`src/rtl/hfifo_sched_pkg.sv`:
```
// Shared types and helpers for the horizontal FIFO lane scheduler.
package hfifo_sched_pkg;

  typedef enum logic [1:0] {
    IDLE  = 2'd0,
    RUN   = 2'd1,
    DRAIN = 2'd2
  } state_e;

  localparam int unsigned MODE_W = 2;

  // Delay select of one lane for a given rotation phase: (lane + phase) mod 4.
  function automatic logic [MODE_W-1:0] lane_mode(input int unsigned lane,
                                                  input logic [MODE_W-1:0] phase);
    return MODE_W'(lane) + phase;
  endfunction

endpackage

```
`src/rtl/hfifo_valid_tap.sv`:
```
// Valid shift register plus per-lane tap select; mirrors the lane delay taps.
module hfifo_valid_tap
  import hfifo_sched_pkg::*;
#(
  parameter int unsigned DLY_STEP = 4,
  parameter int unsigned DEPTH    = 3 * DLY_STEP,
  parameter int unsigned LANES    = 4
) (
  input  logic                      clk,
  input  logic                      rst_n,
  input  logic                      vin,
  input  logic [MODE_W*LANES-1:0]   mode,
  output logic [LANES-1:0]          out_valid
);

  logic [DEPTH-1:0] vsr_q;
  logic [DEPTH-1:0] vsr_d;

  // Shift the gated valid in every cycle.
  always_comb begin
    vsr_d = {vsr_q[DEPTH-2:0], vin};
  end

  // Valid history register.
  always_ff @(posedge clk or negedge rst_n) begin
    if (!rst_n) begin
      vsr_q <= '0;
    end else begin
      vsr_q <= vsr_d;
    end
  end

  // Pick each lane's valid from the tap that matches its delay select.
  always_comb begin
    out_valid = '0;
    for (int unsigned k = 0; k < LANES; k++) begin
      case (mode[MODE_W*k +: MODE_W])
        2'd0:    out_valid[k] = vin;
        2'd1:    out_valid[k] = vsr_q[DLY_STEP-1];
        2'd2:    out_valid[k] = vsr_q[2*DLY_STEP-1];
        2'd3:    out_valid[k] = vsr_q[3*DLY_STEP-1];
        default: out_valid[k] = vin;
      endcase
    end
  end

endmodule

```
`src/rtl/horizontal_fifo_sched.sv`:
```
// Frame FSM, beat/segment counters and rotating lane delay selects.
module horizontal_fifo_sched
  import hfifo_sched_pkg::*;
#(
  parameter int unsigned CNT_W    = 10,
  parameter int unsigned DLY_STEP = 4,
  parameter int unsigned LANES    = 4
) (
  input  logic                     clk,
  input  logic                     rst_n,
  input  logic                     start,
  input  logic [CNT_W-1:0]         frame_len,
  input  logic [2:0]               seg_log2,
  input  logic                     in_valid,
  output logic [MODE_W*LANES-1:0]  mode,
  output logic [LANES-1:0]         out_valid,
  output logic                     busy,
  output logic                     done,
  output logic                     err
);

  localparam int unsigned DRAIN_LEN = 3 * DLY_STEP;
  localparam int unsigned DCNT_W    = $clog2(DRAIN_LEN);

  state_e                    state_q, state_d;
  logic [CNT_W-1:0]          beat_cnt_q, beat_cnt_d;
  logic [CNT_W-1:0]          len_q, len_d;
  logic [2:0]                seg_q, seg_d;
  logic [MODE_W-1:0]         phase_q, phase_d;
  logic [DCNT_W-1:0]         dcnt_q, dcnt_d;
  logic [MODE_W*LANES-1:0]   mode_q, mode_d;
  logic                      busy_q, busy_d;
  logic                      done_q, done_d;
  logic                      err_q, err_d;

  logic                      gated_valid_s;
  logic [CNT_W-1:0]          seg_mask_s;
  logic                      seg_end_s;
  logic                      last_beat_s;

  // Beat qualifiers: only RUN beats count or enter the valid history.
  always_comb begin
    gated_valid_s = in_valid && (state_q == RUN);
    seg_mask_s    = (CNT_W'(1) << seg_q) - CNT_W'(1);
    seg_end_s     = ((beat_cnt_q & seg_mask_s) == seg_mask_s);
    last_beat_s   = (beat_cnt_q == (len_q - CNT_W'(1)));
  end

  // Next-state logic for FSM, counters, mode and status pulses.
  always_comb begin
    state_d    = state_q;
    beat_cnt_d = beat_cnt_q;
    len_d      = len_q;
    seg_d      = seg_q;
    phase_d    = phase_q;
    dcnt_d     = dcnt_q;
    err_d      = 1'b0;
    mode_d     = '0;

    case (state_q)
      IDLE: begin
        if (start) begin
          if (frame_len == '0) begin
            err_d = 1'b1;
          end else begin
            len_d      = frame_len;
            seg_d      = seg_log2;
            beat_cnt_d = '0;
            phase_d    = '0;
            state_d    = RUN;
          end
        end else begin
          state_d = IDLE;
        end
        if (in_valid) begin
          err_d = 1'b1;
        end else begin
          err_d = err_d;
        end
      end
      RUN: begin
        err_d = start;
        if (in_valid) begin
          beat_cnt_d = beat_cnt_q + CNT_W'(1);
          if (seg_end_s) begin
            phase_d = phase_q + MODE_W'(1);
          end else begin
            phase_d = phase_q;
          end
          if (last_beat_s) begin
            state_d = DRAIN;
            dcnt_d  = DCNT_W'(DRAIN_LEN - 1);
          end else begin
            state_d = RUN;
          end
        end else begin
          beat_cnt_d = beat_cnt_q;
        end
      end
      DRAIN: begin
        err_d = start || in_valid;
        if (dcnt_q == '0) begin
          state_d = IDLE;
        end else begin
          dcnt_d = dcnt_q - DCNT_W'(1);
        end
      end
      default: begin
        state_d = IDLE;
      end
    endcase

    if (state_d == IDLE) begin
      mode_d = '0;
    end else begin
      for (int unsigned k = 0; k < LANES; k++) begin
        mode_d[MODE_W*k +: MODE_W] = lane_mode(k, phase_d);
      end
    end

    busy_d = (state_d != IDLE);
    done_d = (state_d == DRAIN) && (dcnt_d == '0);
  end

  // State and output registers.
  always_ff @(posedge clk or negedge rst_n) begin
    if (!rst_n) begin
      state_q    <= IDLE;
      beat_cnt_q <= '0;
      len_q      <= '0;
      seg_q      <= '0;
      phase_q    <= '0;
      dcnt_q     <= '0;
      mode_q     <= '0;
      busy_q     <= 1'b0;
      done_q     <= 1'b0;
      err_q      <= 1'b0;
    end else begin
      state_q    <= state_d;
      beat_cnt_q <= beat_cnt_d;
      len_q      <= len_d;
      seg_q      <= seg_d;
      phase_q    <= phase_d;
      dcnt_q     <= dcnt_d;
      mode_q     <= mode_d;
      busy_q     <= busy_d;
      done_q     <= done_d;
      err_q      <= err_d;
    end
  end

  hfifo_valid_tap #(
    .DLY_STEP (DLY_STEP),
    .DEPTH    (3 * DLY_STEP),
    .LANES    (LANES)
  ) u_valid_tap (
    .clk       (clk),
    .rst_n     (rst_n),
    .vin       (gated_valid_s),
    .mode      (mode_q),
    .out_valid (out_valid)
  );

  assign mode = mode_q;
  assign busy = busy_q;
  assign done = done_q;
  assign err  = err_q;

endmodule

```
`config.mk`:
```
export PLATFORM = sky130hd
export DESIGN_NAME = horizontal_fifo_sched
export DESIGN_NICKNAME = d
export VERILOG_FILES = /design/src/rtl/hfifo_sched_pkg.sv /design/src/rtl/hfifo_valid_tap.sv /design/src/rtl/horizontal_fifo_sched.sv
export SDC_FILE = /design/constraint.sdc
export NUM_CORES = 1
export LEC_CHECK = 0
export BUFFER_PORTS_ARGS = -buffer_cell sky130_fd_sc_hd__buf_4
export CAP_MARGIN = 20
export CORE_ASPECT_RATIO = 1.1
export CORE_UTILIZATION = 62
export DETAILED_ROUTE_END_ITERATION = 10
export HOLD_SLACK_MARGIN = 0.12
export PLACE_DENSITY = 0.88
export SYNTH_ARGS = -nofsm -noshare
export SYNTH_HDL_FRONTEND = slang
export SYNTH_SLANG_ARGS = --single-unit
```
`constraint.sdc`:
```
create_clock -name clk -period 6.76 [get_ports clk]
set_input_delay 1.014 -clock clk [delete_from_list [all_inputs] [get_ports clk]]
set_output_delay 1.014 -clock clk [all_outputs]
set_load 0.1 [all_outputs]
```
==> impl_metrics.csv <==
group,metric,value,unit
layout,antenna_cells,0,
timing,finalCritPeriodShare,47.0,%
layout,fillers,312,
placed_design,dp_hpwl,4320,um
layout,area_delta_synth_final,12.9,%
route,drtPass1Iterations,4,
synthesis,yosysUniqueCellTypes,57,
cts,hold_buffers,0,
route,drc,0,
cts,cts.path.max_buffers,2,
placed_design,portBuffers,31,
critical_path,cp-end-kind,"primary output",
placed_design,place.gp.congestion,0.866,
route,routedWlPerCell,16.8,um
timing,rsz0062_at_grt,"false",
floorplanning,io_pins,32,
route,vias_per_cell,6.37,
route,ant_nets,0,
timing,hold_viol,0,
global_routing,grt.total_usage,27.1,%
synthesis,syn_nets,315,
synthesis,ys_warn_count,0,
timing,worst_pin_slew,636,ps
global_routing,grt_max_degree,53,
floorplanning,fp-row-count,25,
layout,design_area,0.00323,mm^2
critical_path,cp.arrival,2170,ps
outcome,status,"completed",
cts,post_cts_buffers,0,
layout,nets,339,
cts,clock_latency,310,ps
synthesis,synth_top_flop_cell,"dfrtp_1",
route,vias,2350,
synthesis,synth_area,0.00286,mm^2
route,drt_iter0_drc,150,
pwr,ir_drop,0.459,mV
critical_path,crit_required,5750,ps
critical_path,worst-setup-path-type,"reg -> out",
floorplanning,die_y,73.3,um
synthesis,yosys_register_bits,52,
cts,clock_sinks,52,
critical_path,crit_fanout,13,
timing,finalClockSkew,5.78,ps
cts,cts_resized,0,
floorplanning,die_x,66.8,um
pwr,p_leak,1.42,nW
cts,cts_root_buf,"clkbuf_8",
global_routing,grt_overflow,0,
timing,finalSetupViolCount,0,
flow_run,drv_cap,0,
placed_design,placed_cell_area,0.00311,mm^2
global_routing,first_global_vias,2199,
pwr,power.density,457,mW/mm^2
critical_path,startpoint_type,"flop",
hold_path,hp-class,"reg -> reg",
synthesis,synthCells,290,
timing,min_period,3180,ps
cts,cts_tree,"built",
timing,fmax,314,MHz
timing,tns,0,ps
route,wl,6190,um
synthesis,synth_edf_count,0,
floorplanning,die_area,0.00489,mm^2
global_routing,grt_pass1_wl,9870,um
cts,htreeDepth,2,
cts,path_clk_slew,90,ps
synthesis,avgSynthCellArea,9.87,um^2
cts,numCtsBuffers,5,
floorplanning,start_util,65.4,%
synthesis,async_flop_share,100,%
global_routing,antenna_found_initial,0,
timing,relSlewSlack,57.6,%
timing,slew_viol_final,0,
floorplanning,coreArea,0.00438,mm^2
synthesis,synth_seq_area_share,45.5,%
layout,drive_gt1_share,21.0,%
==> area by class of cell <==
class	count	area, um^2	share of cell area [%]
Clock buffer	6	72.6	2.25
Clock inverter	2	38.8	1.20
Inverter	16	60.1	1.86
Multi-Input combinational cell	207	1440	44.7
Sequential cell	52	1300	40.3
Tap cell	54	67.6	2.09
Timing Repair Buffer	32	248	7.67
==> synth_stat cells, types with 6 or more instances <==
cell type,n,area (um^2)
mux2_2,11,124
o21ai_0,18,90.1
inv_1,16,60.1
nand4_1,7,43.8
a21oi_1,13,65.1
clkbuf_1,11,41.3
dfrtp_1,52,1300
xor2_1,11,96.3
nor3_1,6,30.0
ha_1,8,100
nor2_1,25,93.8
xnor2_1,6,52.6
nand2_1,27,101
==> metal layers <==
metal / GRT usage, % / routed length [um] / vias to the layer above
li1: - / - / 1088
met1: 34.1 / 2700 / 1168
met2: 44.7 / 3020 / 72
met3: 4.50 / 284 / 22
met4: 13.9 / 189 / 0
met5: 0 / 0 / -
==> stage by stage <==
step                      worst slack [ps]  std cells  utilization, %  hold slack (ps)  power, mW
final                                 3580        369            73.8              355       1.48
after detailed placement              3230        360            70.9              336       1.25
after floorplan                       3640        290               -              331       1.09
after global routing                  3480        369            73.8              363       1.55
after CTS                             3530        368            73.5              357       1.47
after global placement                3310        360            70.9              332       1.22
==> placed cells by master, fill, tap and decap left out, types with 4 or more instances in the layout <==
master,instances
nand2_1,27
xnor2_1,6
mux4_2,4
dfrtp_1,52
clkbuf_8,5
nand3_1,5
a21oi_1,13
buf_4,31
nand4_1,7
nor2_1,25
o22ai_1,5
and2_1,4
nor3_1,6
xor2_1,11
inv_1,16
o21ai_0,18
ha_1,8
mux2_2,11
or3_1,5
==> state kept, by name (all words and copies together), names as in the netlist <==
register,flops
beat_cnt_q,10
mode,6
dcnt_q,4
done,1
busy,1
seg_q,3
err,1
state_q,2
u_valid_tap.vsr_q,12
phase_q,2
len_q,10
==> path summary, 6_finish.rpt <==
path / from / endpoint / slack, ps / cells after the start
max reg2reg: state_q[0]$_DFF_PN0_ / beat_cnt_q[9]$_DFFE_PN0P_ / 3910 / 10
min reg2reg: u_valid_tap.vsr_q[10]$_DFF_PN0_ / u_valid_tap.vsr_q[11]$_DFF_PN0_ / 350 / 0
min in group asynchronous: rst_n / seg_q[1]$_DFFE_PN0P_ / 710 / 1
min: u_valid_tap.vsr_q[10]$_DFF_PN0_ / u_valid_tap.vsr_q[11]$_DFF_PN0_ / 350 / 0
max: state_q[0]$_DFF_PN0_ / out_valid[2] / 3580 / 4
max in group asynchronous: rst_n / u_valid_tap.vsr_q[11]$_DFF_PN0_ / 5610 / 1
==> logic make-up (layout without fill, tap and decap cells) <==
logic type | after synthesis | count (layout) | share of synthesized area (%)
and+or+nand+nor | 99 | 99 | 17.6
AOI/OAI and AO/OA | 67 | 67 | 16.0
DFF | 52 | 52 | 45.5
buffers and inverters | 31 | 56 | 4.37
xor gates and xnor gates | 17 | 17 | 5.20
muxes | 16 | 16 | 7.82
adders and majority gates | 8 | 8 | 3.50
==> report_power, final <==
part,switching (mW),internal (mW),total [mW]
logic,0.510,0.242,0.752
clock network,0.105,0.112,0.217
registers,0.109,0.398,0.507
total,0.723,0.752,1.48
==> worst max-delay path, cell delays in order (launching register included) <==
cell and delay [ps]:
dfrtp_1 460, ha_1 390, and2_1 270, mux4_2 480, buf_4 250
Power figures use the tool's default switching activity.
